===== src/rtl/spi_sram_master_pkg.sv =====
// Shared definitions for the SPI SRAM host controller.
// Provides the 23LC-style command bytes, the byte-address width and the
// controller state encoding used by the top-level FSM.
package spi_sram_pkg;

  localparam int         ADDR_W    = 24;
  localparam logic [7:0] CMD_READ  = 8'h03;
  localparam logic [7:0] CMD_WRITE = 8'h02;

  typedef enum logic [2:0] {
    IDLE,
    CMD,
    ADDR,
    WAIT,
    DATA,
    GAP
  } state_t;

endpackage


===== src/rtl/spi_sram_master_if.sv =====
// Memory-bus side of the SPI SRAM controller.
//   req_valid/req_ready : request handshake (accepted when both are high)
//   req_wr              : 1 = write, 0 = read
//   req_addr            : byte address
//   req_wdata           : write data
//   rsp_valid           : one-cycle pulse per completed byte
//   rsp_rdata           : last read byte, held between pulses
// master = CPU side issuing requests, slave = the controller.
interface spi_sram_master_if;
  import spi_sram_pkg::*;

  logic              req_valid;
  logic              req_ready;
  logic              req_wr;
  logic [ADDR_W-1:0] req_addr;
  logic [7:0]        req_wdata;
  logic              rsp_valid;
  logic [7:0]        rsp_rdata;

  modport master (
    output req_valid, req_wr, req_addr, req_wdata,
    input  req_ready, rsp_valid, rsp_rdata
  );

  modport slave (
    input  req_valid, req_wr, req_addr, req_wdata,
    output req_ready, rsp_valid, rsp_rdata
  );

endinterface


===== src/rtl/spi_sram_shifter.sv =====
// 32-bit MSB-first load/shift register with a 6-bit bit counter.
//   load_word : load command+address word, 32 bits to go
//   load_byte : load a data byte into the top byte, 8 bits to go
//   shift_en  : shift left by one, sin enters at bit 0
//   sout      : serial output (bit 31)
//   bit_cnt   : bits remaining including the one currently on sout
//   done      : the bit currently on sout is the last one
//   rx_byte   : byte that will be held after this cycle's sample of sin
// Loads take priority over a shift in the same cycle.
module spi_sram_shifter (
  input  logic        clk,
  input  logic        rst_n,
  input  logic        load_word,
  input  logic        load_byte,
  input  logic        shift_en,
  input  logic [31:0] word_in,
  input  logic [7:0]  byte_in,
  input  logic        sin,
  output logic        sout,
  output logic [5:0]  bit_cnt,
  output logic        done,
  output logic [7:0]  rx_byte
);

  logic [31:0] sh_q, sh_d;
  logic [5:0]  cnt_q, cnt_d;

  always_comb begin
    sh_d  = sh_q;
    cnt_d = cnt_q;
    if (load_word) begin
      sh_d  = word_in;
      cnt_d = 6'd32;
    end else if (load_byte) begin
      sh_d  = {byte_in, 24'h000000};
      cnt_d = 6'd8;
    end else if (shift_en) begin
      sh_d  = {sh_q[30:0], sin};
      cnt_d = cnt_q - 6'd1;
    end
  end

  always_ff @(posedge clk or negedge rst_n) begin
    if (!rst_n) begin
      cnt_q <= 6'd0;
    end else begin
      cnt_q <= cnt_d;
    end
  end

  // Shift data needs no reset: it is always loaded before it is used.
  always_ff @(posedge clk) begin
    sh_q <= sh_d;
  end

  assign sout    = sh_q[31];
  assign bit_cnt = cnt_q;
  assign done    = (cnt_q == 6'd1);
  assign rx_byte = {sh_q[6:0], sin};

endmodule


===== src/rtl/spi_sram_master.sv =====
// Host-side SPI SRAM controller (23LC-style serial SRAM).
// Turns single-byte read/write requests into command + 24-bit address +
// data transactions, streaming same-direction sequential accesses inside
// one chip-select window. The SPI bit clock is clk itself.
//   clk, rst_n : system clock, asynchronous active-low reset
//   bus        : request/response bus (slave modport)
//   cs_n, mosi : SPI chip select and serial out, change on rising clk
//   miso       : SPI serial in, sampled on rising clk
//   busy       : high while cs_n is low or during the CS gap
module spi_sram_master
  import spi_sram_pkg::*;
#(
  parameter int MISO_DELAY = 1,
  parameter int CS_GAP     = 1,
  parameter int BURST_EN   = 1
) (
  input  logic             clk,
  input  logic             rst_n,
  spi_sram_master_if.slave bus,
  output logic             cs_n,
  output logic             mosi,
  input  logic             miso,
  output logic             busy
);

  localparam logic [3:0] WAIT_INIT = 4'(MISO_DELAY - 1);
  localparam logic [3:0] GAP_INIT  = 4'(CS_GAP - 1);
  // Bits remaining when the last command bit is on mosi.
  localparam logic [5:0] CMD_LAST  = 6'd25;

  state_t            state_q, state_d;
  logic [3:0]        cnt_q, cnt_d;
  logic              wr_q, wr_d;
  logic [ADDR_W-1:0] addr_q, addr_d;
  logic [7:0]        wdata_q, wdata_d;
  logic              idle_rdy_q, idle_rdy_d;
  logic              rsp_valid_q, rsp_valid_d;
  logic [7:0]        rsp_rdata_q, rsp_rdata_d;

  logic              load_word, load_byte, shift_en;
  logic [7:0]        load_data;
  logic              sh_out, sh_done;
  logic [5:0]        bit_cnt;
  logic [7:0]        rx_byte;
  logic [ADDR_W-1:0] addr_inc;
  logic              cont_ok, accept;

  spi_sram_shifter u_shifter (
    .clk       (clk),
    .rst_n     (rst_n),
    .load_word (load_word),
    .load_byte (load_byte),
    .shift_en  (shift_en),
    .word_in   ({bus.req_wr ? CMD_WRITE : CMD_READ, bus.req_addr}),
    .byte_in   (load_data),
    .sin       (miso),
    .sout      (sh_out),
    .bit_cnt   (bit_cnt),
    .done      (sh_done),
    .rx_byte   (rx_byte)
  );

  // Continuation: on the last data bit, a same-direction request for the
  // next address (24-bit wrap) is taken without reopening the window.
  assign addr_inc = addr_q + 24'd1;
  assign cont_ok  = (BURST_EN != 0) && (state_q == DATA) && sh_done &&
                    bus.req_valid && (bus.req_wr == wr_q) &&
                    (bus.req_addr == addr_inc);

  // idle_rdy_q keeps ready low in the first IDLE cycle after reset release.
  assign bus.req_ready = (idle_rdy_q && (state_q == IDLE)) || cont_ok;
  assign accept        = bus.req_valid && bus.req_ready;

  always_comb begin
    state_d     = state_q;
    cnt_d       = cnt_q;
    wr_d        = wr_q;
    addr_d      = addr_q;
    wdata_d     = wdata_q;
    rsp_valid_d = 1'b0;
    rsp_rdata_d = rsp_rdata_q;
    load_word   = 1'b0;
    load_byte   = 1'b0;
    load_data   = wdata_q;
    shift_en    = 1'b0;
    case (state_q)
      IDLE: begin
        if (accept) begin
          state_d   = CMD;
          wr_d      = bus.req_wr;
          addr_d    = bus.req_addr;
          wdata_d   = bus.req_wdata;
          load_word = 1'b1;
        end
      end
      CMD: begin
        shift_en = 1'b1;
        if (bit_cnt == CMD_LAST) state_d = ADDR;
      end
      ADDR: begin
        shift_en = 1'b1;
        if (sh_done) begin
          if (!wr_q && (MISO_DELAY > 0)) begin
            state_d = WAIT;
            cnt_d   = WAIT_INIT;
          end else begin
            state_d   = DATA;
            load_byte = 1'b1;
          end
        end
      end
      WAIT: begin
        if (cnt_q == 4'd0) begin
          state_d   = DATA;
          load_byte = 1'b1;
        end else begin
          cnt_d = cnt_q - 4'd1;
        end
      end
      DATA: begin
        shift_en = 1'b1;
        if (sh_done) begin
          rsp_valid_d = 1'b1;
          if (!wr_q) rsp_rdata_d = rx_byte;
          if (accept) begin
            addr_d    = bus.req_addr;
            wdata_d   = bus.req_wdata;
            load_data = bus.req_wdata;
            load_byte = 1'b1;
          end else begin
            state_d = GAP;
            cnt_d   = GAP_INIT;
          end
        end
      end
      GAP: begin
        if (cnt_q == 4'd0) state_d = IDLE;
        else               cnt_d   = cnt_q - 4'd1;
      end
      default: state_d = IDLE;
    endcase
    idle_rdy_d = (state_d == IDLE);
  end

  always_ff @(posedge clk or negedge rst_n) begin
    if (!rst_n) begin
      state_q     <= IDLE;
      cnt_q       <= 4'd0;
      wr_q        <= 1'b0;
      idle_rdy_q  <= 1'b0;
      rsp_valid_q <= 1'b0;
      rsp_rdata_q <= 8'h00;
    end else begin
      state_q     <= state_d;
      cnt_q       <= cnt_d;
      wr_q        <= wr_d;
      idle_rdy_q  <= idle_rdy_d;
      rsp_valid_q <= rsp_valid_d;
      rsp_rdata_q <= rsp_rdata_d;
    end
  end

  always_ff @(posedge clk) begin
    addr_q  <= addr_d;
    wdata_q <= wdata_d;
  end

  // Outputs decode straight from reset flops so reset forces them at once.
  assign cs_n = !(state_q inside {CMD, ADDR, WAIT, DATA});
  assign mosi = ((state_q == CMD) || (state_q == ADDR) ||
                 ((state_q == DATA) && wr_q)) && sh_out;
  assign busy = (state_q != IDLE);

  assign bus.rsp_valid = rsp_valid_q;
  assign bus.rsp_rdata = rsp_rdata_q;

endmodule


===== src/flat_wrapper.sv =====
// flat-port wrapper written by rule: the top's interface ports become plain ports
module spi_sram_master_flat import spi_sram_pkg::*;
#(
  parameter int MISO_DELAY = 1,
  parameter int CS_GAP     = 1,
  parameter int BURST_EN   = 1
)
  (clk, rst_n, cs_n, mosi, miso, busy, bus_req_valid, bus_req_wr, bus_req_addr, bus_req_wdata, bus_req_ready, bus_rsp_valid, bus_rsp_rdata);
  spi_sram_master_if bus_i ();
  input  logic clk;
  input  logic rst_n;
  output logic cs_n;
  output logic mosi;
  input  logic miso;
  output logic busy;
  input wire logic [$bits(bus_i.req_valid)-1:0] bus_req_valid;
  input wire logic [$bits(bus_i.req_wr)-1:0] bus_req_wr;
  input wire logic [$bits(bus_i.req_addr)-1:0] bus_req_addr;
  input wire logic [$bits(bus_i.req_wdata)-1:0] bus_req_wdata;
  output wire logic [$bits(bus_i.req_ready)-1:0] bus_req_ready;
  output wire logic [$bits(bus_i.rsp_valid)-1:0] bus_rsp_valid;
  output wire logic [$bits(bus_i.rsp_rdata)-1:0] bus_rsp_rdata;
  assign bus_i.req_valid = bus_req_valid;
  assign bus_i.req_wr = bus_req_wr;
  assign bus_i.req_addr = bus_req_addr;
  assign bus_i.req_wdata = bus_req_wdata;
  assign bus_req_ready = bus_i.req_ready;
  assign bus_rsp_valid = bus_i.rsp_valid;
  assign bus_rsp_rdata = bus_i.rsp_rdata;
  spi_sram_master #(.MISO_DELAY(MISO_DELAY), .CS_GAP(CS_GAP), .BURST_EN(BURST_EN)) u_core (.clk(clk), .rst_n(rst_n), .bus(bus_i), .cs_n(cs_n), .mosi(mosi), .miso(miso), .busy(busy));
endmodule

===== config.mk =====
export PLATFORM = sky130hd
export DESIGN_NAME = spi_sram_master_flat
export DESIGN_NICKNAME = d
export VERILOG_FILES = /design/src/rtl/spi_sram_master_pkg.sv /design/src/rtl/spi_sram_master_if.sv /design/src/rtl/spi_sram_shifter.sv /design/src/rtl/spi_sram_master.sv /design/src/flat_wrapper.sv
export SDC_FILE = /design/constraint.sdc
export NUM_CORES = 1
export LEC_CHECK = 0
export ABC_CLOCK_PERIOD_IN_PS = 5950
export CAP_MARGIN = 25
export CORE_ASPECT_RATIO = 1.1
export CORE_MARGIN = 10
export CORE_UTILIZATION = 40
export CTS_BUF_LIST = sky130_fd_sc_hd__clkbuf_8
export DETAILED_ROUTE_END_ITERATION = 16
export GPL_ROUTABILITY_DRIVEN = 0
export HOLD_SLACK_MARGIN = 0.1
export SLEW_MARGIN = 20
export SYNTH_ARGS = -nofsm -noshare
export SYNTH_HDL_FRONTEND = slang
export SYNTH_HIERARCHICAL = 1
export SYNTH_SLANG_ARGS = --single-unit

===== constraint.sdc =====
create_clock -name clk -period 5.95 [get_ports clk]
set_clock_uncertainty 0.05 [all_clocks]
set_input_delay 1.785 -clock clk [delete_from_list [all_inputs] [get_ports clk]]
set_output_delay 1.785 -clock clk [all_outputs]
set_load 0.03 [all_outputs]

==> Implementation_results.wiki, run 1 <==
{| class="wikitable"
! Metric !! Value
|-
| Rows || 41
|-
| Result of the run || completed
|-
| Clock transition at path regs || roughly 0.080 ns
|-
| Drt first-iter violations || 209
|-
| Core region area || between 10000 and 15000 um2
|-
| Reg2reg setup slack || 1.91 ns
|-
| Share of the cycle needed by the critical path after routing || 0.984
|-
| Input/output buffers || 49
|-
| First-pass GRT wire length || about 17000 um
|-
| Leakage || 2.22 nW
|-
| Reg-to-Reg End || u_core/u_shifter/sh_q[30]$_DFFE_PP_
|-
| Detailed-routing iteration count for the pre-antenna-repair pass || 4
|-
| Filler Cells Inserted || 1032
|-
| Die span in y || 135 um
|-
| Post-Place Cells || 604
|-
| Detailed placer's ending HPWL || approximately 7600 um
|-
| Final Non-Filler Cells || 620
|-
| Via total after detailed routing || 3358
|-
| Worst slew pin tran || 0.755 ns
|-
| Max capacitance violation total || 0
|-
| Yosys synthesis warning count || 6
|-
| Synthesis-to-finish area growth || 19.6%
|-
| Post-DR wirelength/cell || 17.1 um
|-
| Rel. slew slack || 0.496
|-
| Cell area after technology mapping || 4820 um2
|-
| Maximum count of clock buffers along a single path || 2
|-
| Critical-path maximum fanout || 2
|-
| Critical path data arrival time || approximately 4 ns
|-
| DRC violations left || 0
|-
| Count of final setup violators || 0
|-
| Worst setup slack after placement || -0.132 ns
|-
| Chip Width || 125 um
|-
| Total count of max-transition violations in the final report || 0
|-
| Number of enable flip-flop cells after synthesis || 64
|-
| Via count of the first global-routing pass || between 3000 and 4000
|-
| Most used standard cells in the synthesized netlist || 64 x sky130_fd_sc_hd__edfxtp_1, 28 x sky130_fd_sc_hd__nand2_1, 24 x sky130_fd_sc_hd__a22o_1, 24 x sky130_fd_sc_hd__dfrtp_1, 21 x sky130_fd_sc_hd__o21ai_0
|-
| Setup Fix Bufs, Post-CTS || 0
|-
| IO Pins || 50
|-
| Dominant cell by count in the synthesized netlist || sky130_fd_sc_hd__edfxtp_1
|-
| Top cells by area in the synthesized netlist || sky130_fd_sc_hd__edfxtp_1 40%, sky130_fd_sc_hd__dfrtp_1 12%, sky130_fd_sc_hd__a22o_1 4.4%
|-
| Clock Tree Root || sky130_fd_sc_hd__clkbuf_8
|-
| CTS tree || yes
|-
| Synth Flop Type || sky130_fd_sc_hd__edfxtp_1
|-
| Reg2Reg Launch Point || u_core/addr_q[0]$_DFFE_PP_
|-
| Kind of capture point of the worst setup path || output port
|-
| Timing endpoint of the critical path || bus_req_ready
|-
| Fraction of the core area covered by cells at the end of the flow || 0.495
|-
| Insertion delay of the later-clocked pin in the worst-skew pair || 0.37 ns
|-
| Max Freq || about 0.17 GHz
|-
| Total power divided by cell area || ~420 nW/um2
|-
| Total routing resource utilization after global routing || 0.126
|-
| Number of buffers added by the clock tree synthesis step || 9
|-
| Aggregate routed wire length || around 11000 um
|-
| Total Neg Setup Slack || 0 ns
|-
| First element of the critical path || bus_req_addr[8]
|-
| Area share of the leading cell type in the synthesized netlist || 0.399
|-
| Clock H-tree levels || 3
|-
| Min cycle time layout || 5.86 ns
|-
| Hold WC Path Type || reg -> reg
|-
| Number of antenna violations at the first check in global routing || 0
|-
| Worst VDD drop || approximately 0.00024 V
|-
| NumNets Final || 506
|-
| Crit path launch type || primary input
|-
| Synthesized flop and latch total || 88
|-
| Final hold violations || 0
|-
| Post-synth top area cell || sky130_fd_sc_hd__edfxtp_1
|-
| Per-cell via count in the routed design || around 5.4
|-
| Maximum number of pins on one net before global-route repair || 26
|-
| Overall overflow remaining after global route || 0
|-
| Critical Path RT || 4.12 ns
|-
| Power after layout || 2.42 mW
|-
| Share of async-settable or async-resettable flops after synthesis || 0.273
|-
| Proportion of layout cells with a drive suffix above 1 || 0.164
|-
| Antenna-violating nets left || 0
|-
| Post-Syn Instances || 408
|-
| Per-instance average area after synthesis || 11.8 um2
|-
| Distinct cell type count of the synthesized netlist || 64
|-
| Sequential cell area fraction in the yosys report || 0.524
|-
| Initial core utilization || 0.414
|-
| Worst Setup Path Type || in -> out
|-
| Die Area || ~17000 um2
|-
| Worst r2r path cells || 12
|-
| Number of antenna cells inserted || 0
|-
| Cts hold-fix bufs || 0
|-
| Setup ws final || 0.0938 ns
|-
| Number of sinks handled by clock tree synthesis || 88
|}
-- worst max-delay path, stage by stage --
cell and delay [ns]:
sky130_fd_sc_hd__clkdlybuf4s50_1 0.50, sky130_fd_sc_hd__xor2_1 0.18, sky130_fd_sc_hd__or3b_1 0.38, sky130_fd_sc_hd__a211oi_2 0.23, sky130_fd_sc_hd__a211oi_1 0.07, sky130_fd_sc_hd__or4_4 0.46, sky130_fd_sc_hd__nor3_4 0.14, sky130_fd_sc_hd__or2_4 0.16
sky130_fd_sc_hd__buf_6 0.12
-- power by group --
group          leakage (nW)  internal, mW  switching (mW)
clock                 0.118         0.246           0.214
sequential            0.929         0.979           0.140
combinational          1.17         0.377           0.461
-- cells by family after synthesis --
kind of cell / count (synthesis) / synth area share
and+or+nand+nor: 132 / 0.163
DFF: 88 / 0.524
AOI/OAI and AO/OA: 80 / 0.119
muxes: 36 / 0.0873
buffers and inverters: 35 / 0.0361
xor gates and xnor gates: 31 / 0.0595
adders and majority gates: 4 / 0.0104
other: 2 / 0.00156
-- layer usage --
metal  global-route usage  up-vias  part of all wire
li1                     -     1631                 -
met1                0.162     1657              0.47
met2                0.204       61              0.48
met3               0.0348        9             0.040
met4               0.0369        0             0.011
met5                    0        -                 0
-- registers in the layout (all words and copies together) (netlist names) --
| name | cells |
|---|---|
| u_core/bus.rsp_valid | 1 |
| u_core/u_shifter/bit_cnt | 6 |
| u_core/cnt_q | 4 |
| u_core/u_shifter/sh_q | 32 |
| u_core/addr_q | 24 |
| u_core/wr_q | 1 |
| u_core/bus.rsp_rdata | 8 |
| u_core/idle_rdy_q | 1 |
| u_core/wdata_q | 8 |
| u_core/state_q | 3 |
-- final cells by class --
cell class / instances / area (um2) / share of cell area
clock buffers: 10 / 138 / 0.0239
clock inverters: 6 / 81.3 / 0.0141
inverters: 12 / 45.0 / 0.00781
multi-input cells: 290 / 2180 / 0.378
flip-flops and latches: 88 / 2520 / 0.438
well taps: 150 / 188 / 0.0326
repair buffers: 64 / 609 / 0.106
-- worst min-delay path by stage --
stage                                              startpoint                                  end  slack (ns)  cells past startpoint
after global placement    u_core/bus.rsp_rdata[0]$_DFFE_PN0P_  u_core/bus.rsp_rdata[0]$_DFFE_PN0P_        0.44                      1
after global routing      u_core/bus.rsp_rdata[7]$_DFFE_PN0P_  u_core/bus.rsp_rdata[7]$_DFFE_PN0P_        0.48                      1
after floorplan                   u_core/cnt_q[3]$_DFFE_PN0P_          u_core/cnt_q[3]$_DFFE_PN0P_        0.42                      2
final                     u_core/bus.rsp_rdata[7]$_DFFE_PN0P_  u_core/bus.rsp_rdata[7]$_DFFE_PN0P_        0.46                      1
after detailed placement  u_core/bus.rsp_rdata[7]$_DFFE_PN0P_  u_core/bus.rsp_rdata[7]$_DFFE_PN0P_        0.45                      1
after CTS                 u_core/bus.rsp_rdata[7]$_DFFE_PN0P_  u_core/bus.rsp_rdata[7]$_DFFE_PN0P_        0.46                      1
-- stage by stage --
| step | cell area (um2) | hold slack (ns) |
|---|---|---|
| 2_1_floorplan | 4840 | 0.422 |
| 3_3_place_gp | 5490 | 0.443 |
| 3_5_place_dp | 5500 | 0.445 |
| 4_1_cts | 5730 | 0.464 |
| 5_1_grt | 5760 | 0.482 |
| 6_report | 5760 | 0.462 |
-- placed cells by master, fill, tap and decap left out, types with 5 or more instances in the layout --
cell                               n
sky130_fd_sc_hd__inv_1            13
sky130_fd_sc_hd__mux2_2           16
sky130_fd_sc_hd__nand3_1          10
sky130_fd_sc_hd__mux2i_1          12
sky130_fd_sc_hd__o22ai_1           5
sky130_fd_sc_hd__mux2_4            8
sky130_fd_sc_hd__dfrtp_1          24
sky130_fd_sc_hd__clkbuf_8         10
sky130_fd_sc_hd__conb_1            7
sky130_fd_sc_hd__xnor2_1          16
sky130_fd_sc_hd__clkdlybuf4s50_1  46
sky130_fd_sc_hd__a22o_1           24
sky130_fd_sc_hd__o21ai_0          21
sky130_fd_sc_hd__edfxtp_1         64
sky130_fd_sc_hd__buf_4            14
sky130_fd_sc_hd__a21oi_1           7
sky130_fd_sc_hd__nor2_1           18
sky130_fd_sc_hd__xor2_1           11
sky130_fd_sc_hd__nor3_1           12
sky130_fd_sc_hd__nand2_1          28
sky130_fd_sc_hd__nand4_1           7
sky130_fd_sc_hd__nand2b_1         13
-- what timing repair did --
action / CTS / global route
gates resized for setup: 4 / 6
endpoints found under the setup margin: 1 / 1
pin swaps: 2 / 0
Power figures use the tool's default switching activity.
==> inputs of run 2 (changes only) <==
--- a/config.mk
+++ b/config.mk
@@ -5,7 +5,6 @@
 export SDC_FILE = /design/constraint.sdc
 export NUM_CORES = 1
 export LEC_CHECK = 0
-export ABC_CLOCK_PERIOD_IN_PS = 5950
 export CAP_MARGIN = 25
 export CORE_ASPECT_RATIO = 1.1
 export CORE_MARGIN = 10
==> results of run 2 <==
No change in the layout: final DEF, timing and power equal those of run 1.
==> inputs of run 3 (changes only) <==
--- a/config.mk
+++ b/config.mk
@@ -6,13 +6,13 @@
 export NUM_CORES = 1
 export LEC_CHECK = 0
 export CAP_MARGIN = 25
-export CORE_ASPECT_RATIO = 1.1
 export CORE_MARGIN = 10
 export CORE_UTILIZATION = 40
 export CTS_BUF_LIST = sky130_fd_sc_hd__clkbuf_8
 export DETAILED_ROUTE_END_ITERATION = 16
 export GPL_ROUTABILITY_DRIVEN = 0
 export HOLD_SLACK_MARGIN = 0.1
+export REMOVE_ABC_BUFFERS = 1
 export SLEW_MARGIN = 20
 export SYNTH_ARGS = -nofsm -noshare
 export SYNTH_HDL_FRONTEND = slang
==> run 3 against run 2 <==
  * First-iteration DRC count rose by 29%
  * Total power rose by 1.3%
  * Routed wire length fell by 1.1%
==> Implementation_results.wiki, run 3 (synthesis gave the netlist of run 1 again) <==
{| class="wikitable"
! Metric !! Value
|-
| Cell area after layout || 5760 um2
|-
| Clock transition at path regs || around 0.090 ns
|-
| Logic pwr share || 0.335
|-
| Startpoint of the tightest hold check path || u_core/bus.rsp_rdata[3]$_DFFE_PN0P_
|-
| Number of antenna violations at the first check in global routing || 0
|-
| Chip Width || 130 um
|-
| Die Area || 16800 um2
|-
| Max capacitance violation total || 0
|-
| Commonest non-fill, non-tap cells in the layout || 64 x sky130_fd_sc_hd__edfxtp_1, 46 x sky130_fd_sc_hd__clkdlybuf4s50_1, 28 x sky130_fd_sc_hd__nand2_1
|-
| Post-DR wirelength/cell || 17.1 um
|-
| Min cycle time layout || about 5.8 ns
|-
| Critical Path RT || 4.12 ns
|-
| Count of final setup violators || 0
|-
| Worst slew pin tran || 0.866 ns
|-
| Flip-flop count of the largest register, all copies and words added || 32
|-
| DRC violations left || 0
|-
| Sw Ratio || 0.327
|-
| Total power divided by cell area || 425 nW/um2
|-
| Number of buffers added by the clock tree synthesis step || 9
|-
| Rel. slew slack || 0.421
|-
| Total Neg Setup Slack || 0 ns
|-
| Most common cell after layout, fill and taps aside || sky130_fd_sc_hd__edfxtp_1
|-
| Worst Hold Path EP || u_core/bus.rsp_rdata[3]$_DFFE_PN0P_
|-
| Fraction of the core area covered by cells at the end of the flow || 0.484
|-
| Part of the power in the clock network || 0.210
|-
| Core region area || 11900 um2
|-
| Synthesis-to-finish area growth || 19.6%
|-
| Filler Cells Inserted || 1104
|-
| Worst r2r path cells || 13
|-
| Crit path launch type || primary input
|-
| Input/output buffers || between 40 and 50
|-
| Maximum count of clock buffers along a single path || 2
|-
| Max Freq || 0.171 GHz
|-
| Detailed-routing iteration count for the pre-antenna-repair pass || 4
|-
| Switching power || approximately 800 uW
|-
| Portion of total power attributed to sequential cells || 0.454
|-
| Worst Setup Path Type || in -> out
|-
| Antenna-violating nets left || 0
|-
| Rows || 40
|-
| Critical path data arrival time || around 4.0 ns
|-
| Total routing resource utilization after global routing || 0.130
|-
| Worst VDD drop || 0.000218 V
|-
| Drt first-iter violations || 270
|-
| Register with the most flip-flops || u_core/u_shifter/sh_q
|-
| Proportion of layout cells with a drive suffix above 1 || 0.160
|-
| First element of the critical path || bus_req_addr[12]
|-
| Insertion delay of the later-clocked pin in the worst-skew pair || 0.36 ns
|-
| Kind of capture point of the worst setup path || output port
|-
| IO Pins || 50
|-
| Hold WC Path Type || reg -> reg
|-
| Power after layout || 2.45 mW
|-
| Total area of multi-input combinational cells || 2170 um2
|-
| Largest registers || u_core/u_shifter/sh_q: 32 flops, u_core/addr_q: 24 flops
|-
| Result of the run || completed
|-
| Number of antenna cells inserted || 0
|-
| Cell count of the worst hold path || 1
|-
| Setup ws final || 0.109 ns
|-
| Clock H-tree levels || 3
|-
| Via count of the first global-routing pass || 3493
|-
| NumNets Final || 505
|-
| Sequential cell area || 2520 um2
|-
| Per-cell via count in the routed design || 5.47
|-
| Clock Tree Root || sky130_fd_sc_hd__clkbuf_8
|-
| Share of the cycle needed by the critical path after routing || 0.982
|-
| Reg-to-Reg End || u_core/u_shifter/bit_cnt[5]$_DFFE_PN0P_
|-
| Maximum number of pins on one net before global-route repair || 29
|-
| Reg2Reg Launch Point || u_core/addr_q[0]$_DFFE_PP_
|-
| Overall overflow remaining after global route || 0
|-
| Via total after detailed routing || 3371
|-
| Leakage || 2.21 nW
|-
| CTS tree || yes
|-
| Int Power || between 1.5 and 2 mW
|-
| Final hold violations || 0
|-
| Worst setup slack after placement || -0.113 ns
|-
| Aggregate routed wire length || between 10000 and 15000 um
|-
| Total count of max-transition violations in the final report || 0
|-
| Critical-path maximum fanout || 3
|-
| Reg2reg setup slack || between 2 and 2.5 ns
|-
| First-pass GRT wire length || 17300 um
|-
| Initial core utilization || 0.405
|-
| Detailed placer's ending HPWL || 7490 um
|-
| Area after DPL || ~5500 um2
|-
| Die span in y || 130 um
|-
| Number of sinks handled by clock tree synthesis || 88
|-
| Cts hold-fix bufs || 0
|}
[run 3: changes by cell type in the layout (fill, tap and decap cells not counted), sizes merged]
cell          before  now
buf               17   16
bufinv             2    3
clkbuf            10   11
clkinvlp           0    1
dlygate4sd2        0    1
dlymetal6s2s       1    0
inv               15   12
[run 3: worst max-delay path, cell delays in order]
cell	delay (ns)
sky130_fd_sc_hd__clkdlybuf4s50_1	0.46
sky130_fd_sc_hd__xnor2_1	0.36
sky130_fd_sc_hd__a2bb2oi_1	0.12
sky130_fd_sc_hd__nor4_1	0.18
sky130_fd_sc_hd__o22ai_1	0.13
sky130_fd_sc_hd__or4_4	0.56
sky130_fd_sc_hd__nor3_4	0.13
sky130_fd_sc_hd__or2_2	0.13
sky130_fd_sc_hd__buf_4	0.15
[run 3: how the worst max path moves through the flow]
| stage | slack (ns) | to | depth (start not counted) |
|---|---|---|---|
| 2_1_floorplan | 0.20 | bus_req_ready | 7 |
| 3_3_place_gp | -0.07 | bus_req_ready | 9 |
| 3_5_place_dp | -0.11 | bus_req_ready | 9 |
| 4_1_cts | 0.03 | bus_req_ready | 9 |
| 5_1_grt | -0.03 | bus_req_ready | 9 |
| 6_report | 0.11 | bus_req_ready | 9 |
[run 3: layer usage]
| metal | global-route usage | part of all wire |
|---|---|---|
| met5 | 0 | 0 |
| met4 | 0.0483 | 0.0083 |
| met3 | 0.0398 | 0.057 |
| met2 | 0.205 | 0.47 |
| met1 | 0.164 | 0.47 |
[run 3: what timing repair did]
item,in CTS,in global routing
gates resized for setup,3,3
pin swaps,0,0
buffers inserted,0,0
endpoints found under the setup margin,1,1
[run 3: area by class of cell]
type,instances,area share
timing repair buffer,63,0.102
sequential,88,0.438
clock buffer,11,0.0263
tap,147,0.0319
multi-input combinational,290,0.376
inverter,12,0.00782
clock inverter,5,0.0178
[run 3: power groups by stage]
stage                     clock, mW  combinational, mW  sequential [mW]
final                         0.515              0.821             1.11
after global routing          0.555              0.925             1.14
after CTS                     0.535              0.834             1.11
after detailed placement          0              0.826             1.12
after global placement            0              0.801             1.12
after floorplan                   0              0.576             1.09
[run 3: through the flow]
step / std cells / hold WS (ns)
6_report: 616 / 0.464
5_1_grt: 616 / 0.484
4_1_cts: 616 / 0.470
3_5_place_dp: 600 / 0.449
3_3_place_gp: 600 / 0.440
2_1_floorplan: 390 / 0.422
